`src/rtl/tusca_pkg.sv`:
```
// Shared definitions for the TUSCA sensing-loop control unit: state codes and width helper.
package tusca_pkg;

  localparam int unsigned ESTADO_W = 3;

  typedef enum logic [ESTADO_W-1:0] {
    StInicial      = 3'd0,
    StMede         = 3'd1,
    StEsperaMedida = 3'd2,
    StProximo      = 3'd3,
    StResetaDelay  = 3'd4,
    StEsperaDelay  = 3'd5,
    StEsperaConfig = 3'd6
  } estado_t;

  // Bits needed to hold 0..v-1, never less than one.
  function automatic int unsigned largura(input int unsigned v);
    return (v > 1) ? $clog2(v) : 1;
  endfunction

endpackage

```
`src/rtl/tusca_contador.sv`:
```
// Saturating up-counter with synchronous clear; fim flags the terminal count MODULO-1.
module tusca_contador
  import tusca_pkg::*;
#(
  parameter int unsigned MODULO = 2
) (
  input  logic clock,
  input  logic reset,
  input  logic zera,
  input  logic conta,
  output logic fim
);

  localparam int unsigned W = largura(MODULO);
  localparam logic [W-1:0] MAXIMO = W'(MODULO - 1);

  logic [W-1:0] cnt_q, cnt_d;

  always_comb begin
    cnt_d = cnt_q;
    if (zera) begin
      cnt_d = '0;
    end else if (conta && (cnt_q != MAXIMO)) begin
      cnt_d = cnt_q + 1'b1;
    end
  end

  always_ff @(posedge clock or posedge reset) begin
    if (reset) begin
      cnt_q <= '0;
    end else begin
      cnt_q <= cnt_d;
    end
  end

  assign fim = (cnt_q == MAXIMO);

endmodule

```
`src/rtl/tusca_uc_multi.sv`:
```
// Round-robin measurement sequencer with inter-sweep delay and configuration window.
// Optional per-channel timeout detection is enabled by defining TUSCA_UC_TIMEOUT_EN.
module tusca_uc_multi
  import tusca_pkg::*;
#(
  parameter int unsigned N_SENSORES     = 2,
  parameter int unsigned DELAY_CICLOS   = 50000000,
  parameter int unsigned TIMEOUT_CICLOS = 1000000
) (
  input  logic                                clock,
  input  logic                                reset,
  input  logic [N_SENSORES-1:0]               pronto_medida,
  input  logic                                definir_config,
  input  logic                                pronto_config,
  output logic [N_SENSORES-1:0]               medir,
  output logic [largura(N_SENSORES)-1:0]      canal,
  output logic                                receber_config,
  output logic                                ciclo_completo,
  output logic [N_SENSORES-1:0]               erro_timeout,
  output logic [ESTADO_W-1:0]                 estado
);

  localparam int unsigned CANAL_W = largura(N_SENSORES);
  localparam logic [CANAL_W-1:0] ULTIMO = CANAL_W'(N_SENSORES - 1);

  estado_t              state_q, state_d;
  logic [CANAL_W-1:0]   canal_q, canal_d;
  logic                 ultimo, pronto_sel;
  logic                 d_zera, d_conta, d_fim;

  assign ultimo     = (canal_q == ULTIMO);
  assign pronto_sel = pronto_medida[canal_q];

  tusca_contador #(
    .MODULO (DELAY_CICLOS)
  ) u_delay (
    .clock (clock),
    .reset (reset),
    .zera  (d_zera),
    .conta (d_conta),
    .fim   (d_fim)
  );

`ifdef TUSCA_UC_TIMEOUT_EN
  logic                  t_zera, t_conta, t_fim;
  logic [N_SENSORES-1:0] erro_q, erro_d;

  tusca_contador #(
    .MODULO (TIMEOUT_CICLOS)
  ) u_timeout (
    .clock (clock),
    .reset (reset),
    .zera  (t_zera),
    .conta (t_conta),
    .fim   (t_fim)
  );

  always_ff @(posedge clock or posedge reset) begin
    if (reset) begin
      erro_q <= '0;
    end else begin
      erro_q <= erro_d;
    end
  end

  assign erro_timeout = erro_q;
`else
  logic unused_cfg;
  assign unused_cfg   = (TIMEOUT_CICLOS > 0);
  assign erro_timeout = '0;
`endif

  always_comb begin
    state_d        = state_q;
    canal_d        = canal_q;
    medir          = '0;
    receber_config = 1'b0;
    ciclo_completo = 1'b0;
    d_zera         = 1'b0;
    d_conta        = 1'b0;
`ifdef TUSCA_UC_TIMEOUT_EN
    erro_d         = erro_q;
    t_zera         = 1'b0;
    t_conta        = 1'b0;
`endif
    case (state_q)
      StInicial: state_d = StMede;
      StMede: begin
        medir[canal_q] = 1'b1;
`ifdef TUSCA_UC_TIMEOUT_EN
        t_zera         = 1'b1;
`endif
        state_d        = StEsperaMedida;
      end
      StEsperaMedida: begin
`ifdef TUSCA_UC_TIMEOUT_EN
        t_conta = 1'b1;
        // A late answer on the terminal cycle still counts as a good measurement.
        if (pronto_sel) begin
          erro_d[canal_q] = 1'b0;
          state_d         = StProximo;
        end else if (t_fim) begin
          erro_d[canal_q] = 1'b1;
          state_d         = StProximo;
        end
`else
        if (pronto_sel) begin
          state_d = StProximo;
        end
`endif
      end
      StProximo: begin
        if (ultimo) begin
          canal_d        = '0;
          ciclo_completo = 1'b1;
          state_d        = StResetaDelay;
        end else begin
          canal_d = canal_q + 1'b1;
          state_d = StMede;
        end
      end
      StResetaDelay: begin
        d_zera  = 1'b1;
        state_d = StEsperaDelay;
      end
      StEsperaDelay: begin
        d_conta = 1'b1;
        if (d_fim) begin
          state_d = StMede;
        end else if (definir_config) begin
          state_d = StEsperaConfig;
        end
      end
      StEsperaConfig: begin
        receber_config = 1'b1;
        if (pronto_config) begin
          state_d = StResetaDelay;
        end
      end
      default: state_d = StInicial;
    endcase
  end

  always_ff @(posedge clock or posedge reset) begin
    if (reset) begin
      state_q <= StInicial;
      canal_q <= '0;
    end else begin
      state_q <= state_d;
      canal_q <= canal_d;
    end
  end

  assign canal  = canal_q;
  assign estado = state_q;

endmodule

```
`config.mk`:
```
export PLATFORM = sky130hd
export DESIGN_NAME = tusca_uc_multi
export DESIGN_NICKNAME = d
export VERILOG_FILES = /design/src/rtl/tusca_pkg.sv /design/src/rtl/tusca_contador.sv /design/src/rtl/tusca_uc_multi.sv
export SDC_FILE = /design/constraint.sdc
export NUM_CORES = 1
export LEC_CHECK = 0
export CORE_MARGIN = 2
export CORE_UTILIZATION = 51
export CTS_CLUSTER_DIAMETER = 100
export CTS_CLUSTER_SIZE = 24
export DETAILED_ROUTE_END_ITERATION = 6
export PLACE_DENSITY = 0.8
export SYNTH_ARGS = -nofsm -noshare
export SYNTH_HDL_FRONTEND = slang
export SYNTH_SLANG_ARGS = --single-unit
```
`constraint.sdc`:
```
create_clock -name clock -period 2 [get_ports clock]
set_input_delay 0.2 -clock clock [delete_from_list [all_inputs] [get_ports clock]]
set_output_delay 0.2 -clock clock [all_outputs]
set_load 0.05 [all_outputs]
```
==> results of run 1 <==
## worst min path at each step
stage / startpoint / endpoint / slack [ns] / depth (start not counted)
after floorplan: reset / canal$_DFFE_PP0N_ / 0.29 / 1
after global placement: u_delay.cnt_q[5]$_DFFE_PP0P_ / u_delay.cnt_q[5]$_DFFE_PP0P_ / 0.48 / 1
after CTS: reset / u_delay.cnt_q[10]$_DFFE_PP0P_ / 0.28 / 2
after detailed placement: u_delay.cnt_q[5]$_DFFE_PP0P_ / u_delay.cnt_q[5]$_DFFE_PP0P_ / 0.49 / 1
final: reset / u_delay.cnt_q[10]$_DFFE_PP0P_ / 0.25 / 2
after global routing: reset / u_delay.cnt_q[7]$_DFFE_PP0P_ / 0.28 / 2
## stage by stage
step | utilization [%] | instance area, um^2 | setup TNS (ns) | setup WS (ns)
after CTS | 64.88 | 2013 | 0 | 0.004360
after floorplan | - | 1709 | -0.006911 | -0.003701
after global routing | 65.77 | 2041 | -0.1336 | -0.09010
after detailed placement | 62.94 | 1953 | 0 | 0.01206
after global placement | 62.94 | 1953 | 0 | 0.04587
final | 65.77 | 2041 | -0.01634 | -0.01634
## cell families (layout without fill, tap and decap cells)
group / after synthesis / in the layout / share of synthesized area (%)
adders and majority gates: 1 / 1 / 0.7384
xor gates and xnor gates: 10 / 10 / 5.170
and+or+nand+nor: 105 / 105 / 32.13
muxes: 9 / 9 / 5.318
buffers and inverters: 12 / 41 / 3.545
DFF: 30 / 30 / 44.31
AOI/OAI and AO/OA: 24 / 24 / 8.567
other: 1 / 2 / 0.2214
## cell usage after synthesis (all sizes together) (2+ instances only)
| library cell | number |
|---|---|
| buf | 4 |
| inv | 5 |
| nand2b | 5 |
| dfrtp | 30 |
| xnor2 | 3 |
| and4 | 4 |
| nand3 | 10 |
| a21oi | 9 |
| nor3 | 5 |
| o21ai | 7 |
| nand4 | 11 |
| and2 | 5 |
| xor2 | 7 |
| mux2i | 9 |
| clkbuf | 3 |
| nand2 | 26 |
| nor2 | 23 |
| and3 | 5 |
| a211oi | 2 |
| or3 | 6 |
## what timing repair did
| item | CTS | global route |
|---|---|---|
| endpoints found under the setup margin | 0 | 3 |
| gates resized for setup | 0 | 6 |
| setup buffers | 0 | 1 |
## final cells by class
cell class / count / share of cell area, %
clock buffer: 7 / 2.698
clock inverter: 1 / 0.2452
inverter: 5 / 0.9197
multi-input combinational: 151 / 44.39
sequential: 30 / 37.03
tap: 44 / 2.698
timing repair buffer: 28 / 12.02
## flip-flops by register name, indices dropped and copies added (netlist names)
register / count
estado: 3
u_delay.cnt_q: 26
canal: 1
## power groups by stage
stage	Clock, mW	Combinational, mW	Sequential [mW]
5_1_grt	0.415	1.03	0.764
2_1_floorplan	0	0.493	0.909
4_1_cts	0.385	0.943	0.749
3_5_place_dp	0	0.939	0.761
3_3_place_gp	0	0.908	0.756
6_report	0.378	0.947	0.751
## cell usage in the layout (no fill, tap or decap), types with 7 or more instances in the layout
cell type,netlist,final
clkdlybuf4s50_1,0,9
nand2_1,26,25
nand4_1,11,11
a21oi_1,9,8
xor2_1,7,7
nor2_1,23,23
dfrtp_1,30,26
buf_4,4,18
mux2i_1,9,9
o21ai_0,7,7
nand3_1,10,10
## per-layer routing
| layer | vias up | global-route usage, % |
|---|---|---|
| met3 | 4 | 7.143 |
| met2 | 28 | 38.95 |
| met4 | 0 | 7.599 |
| li1 | 737 | - |
| met5 | - | 0 |
| met1 | 726 | 30.53 |
==> flow_summary.yaml, run 1 <==
floorplanning:
  start_util_pct: 54.60
  die_h_um: 61.64
  core_area_um2: 3103
  num_rows: 20
  die_area_um2: 3799
  fp.dieW_um: 61.64
  ios: 16
logic_synthesis:
  synth_area_leader_cell: "dfrtp_1"
  synth_area_um2: 1694
  yosysSeqAreaShare_pct: 44.31
  synthesis.instances: 192
  ys_seq_elements: 30
  synthTopCellsByArea: "dfrtp_1 44%, nand2_1 5.8%, mux2i_1 5.3%, nor2_1 5.1%, nand4_1 4.1%"
  avgSynthCellArea_um2: 8.824
  async_reset_ff_share_pct: 100.0
  ys_types: 33
  synth_edf_count: 0
  ys.warnings.count: 0
  synth_ff_type: "dfrtp_1"
  yosysTopAreaCellShare_pct: 44.31
finish:
  multi_input_area_um2: 905.9
  layout-drive-gt1-share_pct: 17.12
  nets: 228
  fillers: 273
  register_area_um2: 755.7
  area_delta_synth_final_pct: 20.46
  antenna_cells: 0
  final_cells: 266
setup_path:
  crit_top_cell: "or3_4"
  cp.depth: 5
  worst_path_max_delay_cell: "a2111o_1"
  crit_required_ns: 2.27
  r2r_slack_ns: -0.02
  crit_arrival_ns: 2.28
  cp_max_fo: 6
  r2r-end: "u_delay.cnt_q[18]$_DFFE_PP0P_"
  worstPathCellList: "nand3b_4 -> or3_4 -> a2111o_1 -> or3_4 -> a21oi_2"
  critPathBufInv: 0
  endpoint_kind: "flip-flop"
  endpoint: "u_delay.cnt_q[18]$_DFFE_PP0P_"
  critPathKind: "reg2reg"
  cpPeakStageDelay_ns: 0.46
  cp-startpoint: "estado[1]$_DFFE_PP0P_"
  r2r-start: "estado[1]$_DFFE_PP0P_"
  critPathTopFamily: "simple AND/OR/NAND/NOR gates"
  reg2regPathDepth: 5
  cp-start-kind: "flip-flop"
timing:
  max_slew_margin_pct: 58.45
  skew_ns: 0.008563
  holdWs_ns: 0.2531
  worst_slack_ns: -0.01634
  drv_slew: 0
  setup_violations: 1
  tightest_slew_ns: 0.6225
  rsz0062_at_grt: "yes"
  period_share_pct: 100.8
  hold_violations: 0
  fin_crit_ns: 2.016
  fmax_mhz: 495.9
placement:
  numPortBuffers: 13
  gp_congestion: 0.8721
  hpwl_um: 2895
  placed_cells: 257
detailed_routing:
  drc: 0
  wl_met3_um: 141
  first_iter_violations: 96
  wl_per_cell_um: 14.41
  met1_length_um: 1753
  ant_nets: 0
  vias: 1495
  highest_layer: "met4"
  via_per_inst: 5.620
  wl_met2_um: 1909
  drtPass1Iterations: 4
  wirelength_um: 3834
grt:
  antenna_found_initial: 0
  grt_pass1_vias: 1479
  grt_pass1_wl_um: 6527
  grt_max_degree: 17
  grt-ovfl-total: 0
  track_usage_pct: 23.89
power_and_ir_drop:
  p_int_mw: 1.185
  peakVddDrop_v: 0.001161
  switching_share_pct: 42.92
  p_comb_share_pct: 45.6
  p_leak_nw: 0.9435
  powerDensity_nw_per_um2: 1017
  power_frac_seq_pct: 36.2
  power.share.clock_pct: 18.2
  fin_total_pwr_mw: 2.076
  switchingPower_mw: 0.8911
run_status:
  status: "finished with violations"
  failed_checks: "negative setup slack"
cts:
  htree_levels: 2
  clk_pin_slew_ns: 0.10
  clkLatencyLatePin_ns: 0.33
  clk_path_buf_depth: 2
  clock-sinks: 30
  cts_buffers: 5
  hold_buffers: 0
  cts_tree: "yes"
  cts-root-buf: "clkbuf_4"
run:
  drv_cap: 0
worst_hold_path:
  min_path_type: "in2async"
Power figures use the tool's default switching activity.
==> run 2: changes to the inputs <==
--- a/config.mk
+++ b/config.mk
@@ -5,12 +5,14 @@
 export SDC_FILE = /design/constraint.sdc
 export NUM_CORES = 1
 export LEC_CHECK = 0
+export CAP_MARGIN = 20
 export CORE_MARGIN = 2
 export CORE_UTILIZATION = 51
 export CTS_CLUSTER_DIAMETER = 100
 export CTS_CLUSTER_SIZE = 24
 export DETAILED_ROUTE_END_ITERATION = 6
 export PLACE_DENSITY = 0.8
+export SLEW_MARGIN = 20
 export SYNTH_ARGS = -nofsm -noshare
 export SYNTH_HDL_FRONTEND = slang
 export SYNTH_SLANG_ARGS = --single-unit
==> results of run 2 <==
No change in the layout: final DEF, timing and power equal those of run 1.
